## src/rtl/init_reset_sequencer.sv

```systemverilog
// Power-up reset sequencer: synchronizes the supply/PLL/init status inputs,
// waits for them to stay good for a qualification window, then releases
// three reset domains in order, one every RELEASE_GAP clocks. A watchdog
// covers the bring-up window; a qualifier lost mid-release is latched as a
// fault until software clears it.
// STABLE_CYCLES must be at least 2.
module init_reset_sequencer #(
  parameter int         SYNC_STAGES    = 2,
  parameter int         STABLE_CYCLES  = 16,
  parameter int         RELEASE_GAP    = 8,
  parameter int         TIMEOUT_CYCLES = 65535,
  parameter logic [6:0] BANK_MASK      = 7'b1111111
) (
  input  logic       clk,
  input  logic       reset,
  input  logic       fabric_por_n,
  input  logic       device_init_done,
  input  logic [6:0] bank_vddi_status,
  input  logic       pll_lock,
  input  logic       clear_fault,
  output logic [2:0] rst_out,
  output logic       init_ok,
  output logic       init_fault,
  output logic [1:0] fault_code,
  output logic [2:0] state
);

  typedef enum logic [2:0] {
    WAIT_POR  = 3'd0,
    WAIT_INIT = 3'd1,
    STABLE    = 3'd2,
    RELEASE   = 3'd3,
    RUN       = 3'd4,
    FAULT     = 3'd5
  } state_t;

  localparam int STAB_W = (STABLE_CYCLES > 2) ? $clog2(STABLE_CYCLES) : 1;
  localparam int REL_W  = $clog2(2 * RELEASE_GAP + 1);

  localparam logic [STAB_W-1:0] STAB_LAST = STAB_W'(STABLE_CYCLES - 1);
  localparam logic [REL_W-1:0]  REL_MID   = REL_W'(RELEASE_GAP);
  localparam logic [REL_W-1:0]  REL_END   = REL_W'(2 * RELEASE_GAP);
  localparam logic [16:0]       TMO_LIMIT = 17'(TIMEOUT_CYCLES);

  localparam logic [1:0] CODE_TIMEOUT = 2'b01;
  localparam logic [1:0] CODE_QLOST   = 2'b10;

  // ---------------------------------------------------------------------------
  // Input synchronizers: one SYNC_STAGES-deep chain per status bit.
  // ---------------------------------------------------------------------------
  logic [9:0]                   async_in;
  logic [SYNC_STAGES-1:0][9:0]  sync_q;
  logic                         por_s, init_s, pll_s, qual;
  logic [6:0]                   bank_s;

  assign async_in = {pll_lock, bank_vddi_status, device_init_done, fabric_por_n};

  // Shift every status bit one stage deeper each clock.
  always_ff @(posedge clk or posedge reset) begin
    if (reset) begin
      sync_q <= '0;
    end else begin
      // NOTE: sequential state uses non-blocking assignment so every flop
      // samples the pre-edge value of its neighbour, as real hardware does.
      sync_q <= {sync_q[SYNC_STAGES-2:0], async_in};
    end
  end

  assign por_s  = sync_q[SYNC_STAGES-1][0];
  assign init_s = sync_q[SYNC_STAGES-1][1];
  assign bank_s = sync_q[SYNC_STAGES-1][8:2];
  assign pll_s  = sync_q[SYNC_STAGES-1][9];
  assign qual   = por_s & init_s & pll_s & (&(bank_s | ~BANK_MASK));

  // ---------------------------------------------------------------------------
  // Sequencer FSM and counters.
  // ---------------------------------------------------------------------------
  state_t            state_q, state_d;
  logic [STAB_W-1:0] stab_q, stab_d;
  logic [REL_W-1:0]  rel_q, rel_d;
  logic [15:0]       tmo_q, tmo_d, tmo_inc;
  logic [1:0]        code_q, code_d;
  logic [2:0]        rst_d;
  logic              timeout_hit;

  // The watchdog saturates so a stuck bring-up never wraps back to zero.
  assign tmo_inc     = (tmo_q == 16'hFFFF) ? tmo_q : tmo_q + 16'd1;
  assign timeout_hit = ({1'b0, tmo_q} + 17'd1) >= TMO_LIMIT;

  // Next-state, next-counter and next-output decode.
  always_comb begin
    // NOTE: every variable gets a default first so no path leaves one
    // unassigned, which would otherwise infer a latch.
    state_d = state_q;
    stab_d  = stab_q;
    rel_d   = rel_q;
    tmo_d   = tmo_q;
    code_d  = code_q;

    case (state_q)
      WAIT_POR: begin
        if (por_s) begin
          state_d = WAIT_INIT;
          tmo_d   = '0;
        end
      end
      WAIT_INIT: begin
        tmo_d = tmo_inc;
        if (!por_s) begin
          state_d = WAIT_POR;
        end else if (timeout_hit) begin
          state_d = FAULT;
          code_d  = CODE_TIMEOUT;
        end else if (qual) begin
          state_d = STABLE;
          stab_d  = '0;
        end
      end
      STABLE: begin
        tmo_d = tmo_inc;
        if (!por_s) begin
          state_d = WAIT_POR;
        end else if (timeout_hit) begin
          state_d = FAULT;
          code_d  = CODE_TIMEOUT;
        end else if (!qual) begin
          state_d = WAIT_INIT;
        end else begin
          stab_d = stab_q + 1'b1;
          if (stab_d == STAB_LAST) begin
            state_d = RELEASE;
            rel_d   = '0;
          end
        end
      end
      RELEASE: begin
        tmo_d = tmo_inc;
        if (!por_s) begin
          state_d = WAIT_POR;
        end else if (timeout_hit) begin
          state_d = FAULT;
          code_d  = CODE_TIMEOUT;
        end else if (!qual) begin
          state_d = FAULT;
          code_d  = CODE_QLOST;
        end else begin
          rel_d = rel_q + 1'b1;
          if (rel_d == REL_END) state_d = RUN;
        end
      end
      RUN: begin
        if (!por_s) begin
          state_d = WAIT_POR;
        end else if (!qual) begin
          // A fresh bring-up attempt gets a fresh watchdog window.
          state_d = WAIT_INIT;
          tmo_d   = '0;
        end
      end
      FAULT: begin
        if (clear_fault) state_d = WAIT_POR;
      end
      default: state_d = WAIT_POR;
    endcase

    // Outputs are decoded from the next state so they register alongside it.
    case (state_d)
      RELEASE: rst_d = {1'b1, (rel_d < REL_MID), 1'b0};
      RUN:     rst_d = 3'b000;
      default: rst_d = 3'b111;
    endcase
  end

  // State, counters and registered outputs.
  always_ff @(posedge clk or posedge reset) begin
    if (reset) begin
      state_q    <= WAIT_POR;
      stab_q     <= '0;
      rel_q      <= '0;
      tmo_q      <= '0;
      code_q     <= '0;
      rst_out    <= 3'b111;
      init_ok    <= 1'b0;
      init_fault <= 1'b0;
    end else begin
      state_q    <= state_d;
      stab_q     <= stab_d;
      rel_q      <= rel_d;
      tmo_q      <= tmo_d;
      code_q     <= code_d;
      rst_out    <= rst_d;
      init_ok    <= (state_d == RUN);
      init_fault <= (state_d == FAULT);
    end
  end

  assign fault_code = code_q;
  assign state      = state_q;

endmodule
```

## config.mk

```make
export PLATFORM = sky130hd
export DESIGN_NAME = init_reset_sequencer
export DESIGN_NICKNAME = d
export VERILOG_FILES = /design/src/rtl/init_reset_sequencer.sv
export SDC_FILE = /design/constraint.sdc
export NUM_CORES = 1
export LEC_CHECK = 0
export ABC_CLOCK_PERIOD_IN_PS = 3400
export BUFFER_PORTS_ARGS = -buffer_cell sky130_fd_sc_hd__buf_2
export CAP_MARGIN = 20
export CORE_MARGIN = 5
export CORE_UTILIZATION = 59
export DETAILED_ROUTE_END_ITERATION = 8
export GPL_ROUTABILITY_DRIVEN = 0
export GPL_TIMING_DRIVEN = 0
export PLACE_DENSITY = 0.79
export RECOVER_POWER = 50
export SETUP_SLACK_MARGIN = 0.4
export SLEW_MARGIN = 5
export SYNTH_ARGS = -nofsm -noshare
export SYNTH_HDL_FRONTEND = slang
export SYNTH_SLANG_ARGS = --single-unit
```

## constraint.sdc

```tcl
create_clock -name clk -period 3.4 [get_ports clk]
set_input_delay 0.51 -clock clk [delete_from_list [all_inputs] [get_ports clk]]
set_output_delay 0.51 -clock clk [all_outputs]
set_load 0.005 [all_outputs]
```

# ---- Word level (Yosys, flattened, before mapping)
# Index checks and enable logic that the tools add are counted.
dict set report word_totals {
  output_inout_bits 10
  register_bits 55
  word_cells 97
  in_bits 13
}
dict set report classes {
  n_reduce_logical 10
  bitwise 3
  addsub 4
  magnitude_cmp 2
  mux 43
  n_eq_ne 25
}
# operator count
set ops {}
lappend ops {{two-way mux 16 bit} 4}
lappend ops {{case mux 16 bit (3 select lines)} 1}
lappend ops {{two-way mux 3 bit} 15}
lappend ops {{two-way mux 5 bit} 7}
lappend ops {{two-way mux 4 bit} 6}
lappend ops {{inequality test 2 bit, second input constant} 11}
lappend ops {{case mux 3 bit (6 select lines)} 1}
lappend ops {{adder 16 x 1 -> 17 bit, second input constant} 1}
lappend ops {{greater-or-equal comparator 17 x 16 -> 1 bit, second input constant} 1}
lappend ops {{adder 16 x 1 -> 16 bit, second input constant} 1}
lappend ops {{== test 16 bit, second input constant} 1}
lappend ops {{AND reduction 7 bit} 2}
lappend ops {{== test 3 bit, second input constant} 4}
lappend ops {{two-way mux 2 bit} 5}
lappend ops {{case mux 5 bit (2 select lines)} 1}
lappend ops {{AND reduction 5 bit} 2}
lappend ops {{== test 3 x 2 -> 1 bit, second input constant} 3}
lappend ops {{case mux 4 bit (2 select lines)} 1}
lappend ops {{case mux 3 bit (2 select lines)} 1}
lappend ops {{adder 5 x 1 -> 5 bit, second input constant} 1}
lappend ops {{== test 5 bit, second input constant} 1}
lappend ops {{< comparator 5 x 4 -> 1 bit, second input constant} 1}
lappend ops {{adder 4 x 1 -> 4 bit, second input constant} 1}
lappend ops {{== test 4 bit, second input constant} 1}
lappend ops {{other kinds (10)} 14}

# ---- Depth between registers and ports, before layout
dict set report depth {
  depth_word 9
  depth_mapped 10
  mapped_depth_nobuf 10
}

# ---- Worst setup path before layout
# OpenSTA, ideal clock, no wires.
dict set report synth_path {
  kind {register to register}
  start {register tmo_q[0]}
  end {register stab_q[3]}
  path_slack_ns 0.939
  setup_time_ns 0.128
  path_buffers 0
  arrival_ns 2.333
  period_less_slack_ns 2.461
  stages_incl_launch_ff 10
  path_cell_list {dfrtp_1 -> ha_1 -> nand4_1 -> nor4_1 -> a211oi_2 -> nand4_2 -> or4b_1 -> or2_1 -> inv_1 -> a31oi_1}
}
dict set report synth_between {
  elab_chain_cells 4
  word_cells_on_any_way 5
}
# element line_no
set synth_rtl {}
lappend synth_rtl {{from (decl)} 81} ;# logic [15:0] tmo_q, tmo_d, tmo_inc;
lappend synth_rtl {{from (signal assigned)} 189} ;# tmo_q <= tmo_d;
lappend synth_rtl {{adder 16 x 1 -> 17 bit (*)} 88} ;# assign timeout_hit = ({1'b0, tmo_q} + 17'd1) >= TMO_LIMIT;
lappend synth_rtl {{greater-or-equal comparator 17 x 16 -> 1 bit (*)} 88}
lappend synth_rtl {{inequality test 2 bit (no line)} -}
lappend synth_rtl {{AND reduction 7 bit (no line) (*)} -}
lappend synth_rtl {{to (signal assigned)} 187} ;# stab_q <= stab_d;
lappend synth_rtl {{to (decl)} 79} ;# logic [STAB_W-1:0] stab_q, stab_d;
# Mark *: on every way between the ends. The rest lies on a longest branch, timed or not.
# A chain may end at the register's enable or synchronous reset.

# ---- Final worst setup path
dict set report layout_path {
  start {register tmo_q[0]}
  end {register stab_q[0]}
}
# Same word-level chain as after synthesis.

==> run summary <==
outcome - complete, but fails checks
failing checks - max-capacitance violations, max-slew violations
syn_area_per_cell - 9.58 um2
CTS tree - yes
std cell rows - 24
sequential fraction of the synthesis area - 51.5%
crit path max fanout - 8
1st-iter DRT viols - 166
area grow syn2layout - 10.4%
fin nets - 328
pwr dens - 411 mW/mm2
crit path DAT - 3.03 ns
adder-cell share of the synthesized area - 2.33%
die height - 77.4 um
Final TNS setup - 0 ns
hpwl dp - 3920 um
# diodes - 0
Hold Slack - 0.289 ns
reg2reg setup slack - 0.57 ns
leak pwr - 0.00128 uW
total clock sinks - 55
vias in the first global route - 2056
FF/Latch Area - 0.00138 mm2
clk_lat worst skew - 0.31 ns
Mapped Area - 0.00268 mm2
post-synthesis mux area share - 0.373%
pre-CTS setup slack - 0.488 ns
PnR worst setup slack - 0.571 ns
grt total ovfl - 0
Via Count - 2187
Finish-stage setup viols - 0
fin crit share - 83.2%
worst endpoint required time - 3.60 ns
Die Wd - 77.4 um
peak supply drop - 0.301 mV
Final Hold Fails - 0
synth warn - 0
asr flop ratio synth - 100%
first-pass GRT wire length - 9270 um
syn_nets - 298
number of port buffers - 22
Achievable Freq - 353 MHz
crit-path cells - ha_1 -> nand4_1 -> nor4_1 -> a211oi_2 -> nand4_2 -> or4b_1 -> or2_1 -> inv_1 -> o22ai_1
CTS Buffer Depth - 2
H-Tree Depth - 2
Reg2Reg Depth - 9
post-synthesis simple-gate area fraction - 23.9%
slowest cell delay on critical path - 0.54 ns
Mapped Cells - 280
slowest CP cell - or4b_1
initial antenna violation count - 0
max-slew violation count - 37
RR Startpoint - tmo_q[0]
CTS root buffer - clkbuf_8
CP Launch Type - flop
drt via density - 6.02
final worst path period need - 2.83 ns
RSZ-0062 raised after global routing - no
Starting Density - 61.2%
DRC viols - 0
Clock Skew - 0.0141 ns
largest family of logic cells by synthesized area - simple AND/OR/NAND/NOR gates
Post-CTS Hold Fix Bufs - 0
hold crit path type - input port to asynchronous set/reset pin
Antenna Violating Nets Remaining - 0
Post-synth EDFFs - 0
Max Cap Viol - 1
worst slew pin tran - 1.86 ns
Critical Path End Type - flop
critical path class - flop to flop
Seq cells post-synth - 55
die area - 0.00599 mm2
Primary FF master, synth - dfrtp_1
drt total wl - 5500 um
WL per Instance - 15.2 um
commonest cells after routing, fill and taps aside - dfrtp_1 (52), o21ai_0 (29), nand2_1 (25)
library cells used by synthesis - 52
Top-Level Pins - 23
Rel. slew slack - -24.3%
Compound-Gate Fraction of Synth Area - 18.0%
first-pass iteration count of the detailed router - 4
GRT Overall Usage - 18.5%
Multi-input gate area - 0.00122 mm2
most common cell after layout, fill and taps aside - dfrtp_1
Clock transition at path regs - 0.11 ns
worst reg2reg endpoint - stab_q[0]
largest net degree at the start of global routing - 37
fillers - 349
xor-xnor portion of the synthesized cell area - 0.327%
layout cells sized above 1 - 15.1%
TritonCTS Buffers - 5
core area - 0.00438 mm2
layer usage:
layer / part of all wire [%] / track usage (%) / vias up
met2: 49 / 31.2 / 59
met5: 0 / 0 / -
li1: - / - / 1076
met4: 0.91 / 5.84 / 0
met3: 4.6 / 2.66 / 7
met1: 46 / 24.6 / 1045
cells by family after synthesis:
| family | count (synthesis) |
|---|---|
| DFF | 55 |
| buffers and inverters | 24 |
| xor gates and xnor gates | 1 |
| AOI/OAI and AO/OA | 77 |
| muxes | 1 |
| and+or+nand+nor | 117 |
| adders and majority gates | 5 |
Yosys cell counts, types with 2 or more instances:
cell	n	share of area, %
dfrtp_1	52	49
o21ai_0	29	5.4
nand2_1	25	3.5
nor2_1	24	3.4
a21oi_1	14	2.6
inv_1	13	1.8
nand3_1	11	2.1
a31oi_1	9	2.1
nand2b_1	9	2.1
nand4_1	9	2.1
nor4_1	8	1.9
clkbuf_1	7	0.98
nor3_1	7	1.3
and3_1	5	1.2
ha_1	5	2.3
o31ai_1	5	1.4
a2bb2oi_1	3	0.98
dfstp_2	3	2.9
nor2b_1	3	0.70
or3_1	3	0.70
a21o_1	2	0.56
and2_1	2	0.47
buf_2	2	0.37
o31a_1	2	0.65
state kept, by name (all words and copies together), names as in the netlist, 2 cells and up:
name and count:
tmo_q 16, sync_q 10, bank_s 7, rel_q 5, stab_q 4, rst_out 3, state 3, fault_code 2
through the flow:
step | cells | power (uW) | utilization (%) | area (um2)
finish | 363 | 1220 | 67.5 | 2960
global route | 363 | 1280 | 67.5 | 2960
CTS | 363 | 1220 | 67.6 | 2970
detailed placement | 355 | 862 | 65.6 | 2880
global placement | 354 | 852 | 65.2 | 2860
floorplan | 280 | 819 | - | 2680
power by group:
group | internal (uW) | total, uW | switching, uW
Combinational | 50.7 | 132 | 80.8
Sequential | 683 | 716 | 32.6
Clock | 149 | 368 | 220
cell type report:
class	count	share of cell area, %
Sequential cell	55	46.6
Multi-Input combinational cell	201	41.1
Timing Repair Buffer	23	3.85
Clock buffer	6	2.45
Tap cell	52	2.20
Inverter	13	1.65
Buffer	11	1.61
Clock inverter	2	0.549
repair_timing:
action / in CTS / in global routing
buffers inserted: 0 / 0
gates resized for setup: 0 / 2
setup endpoints to repair: 0 / 14
critical path, delay by kind of cell (launching register included):
kind | cells | cell delay [ns]
AOI/OAI and AO/OA | 2 | 0.16
DFF | 1 | 0.49
adders and majority gates | 1 | 0.32
buffers and inverters | 1 | 0.09
and+or+nand+nor | 5 | 1.65
worst max path at each step:
stage | from | endpoint | slack, ns | cells after the start
global placement | tmo_q[0] | tmo_q[12] | 0.52 | 10
finish | tmo_q[0] | stab_q[0] | 0.57 | 9
global route | reset | tmo_q[2] | 0.38 | 3
CTS | tmo_q[0] | tmo_q[14] | 0.43 | 10
detailed placement | tmo_q[0] | tmo_q[14] | 0.49 | 10
floorplan | tmo_q[0] | stab_q[3] | 0.94 | 9
Note: power is estimated with default switching activity, not from simulation.
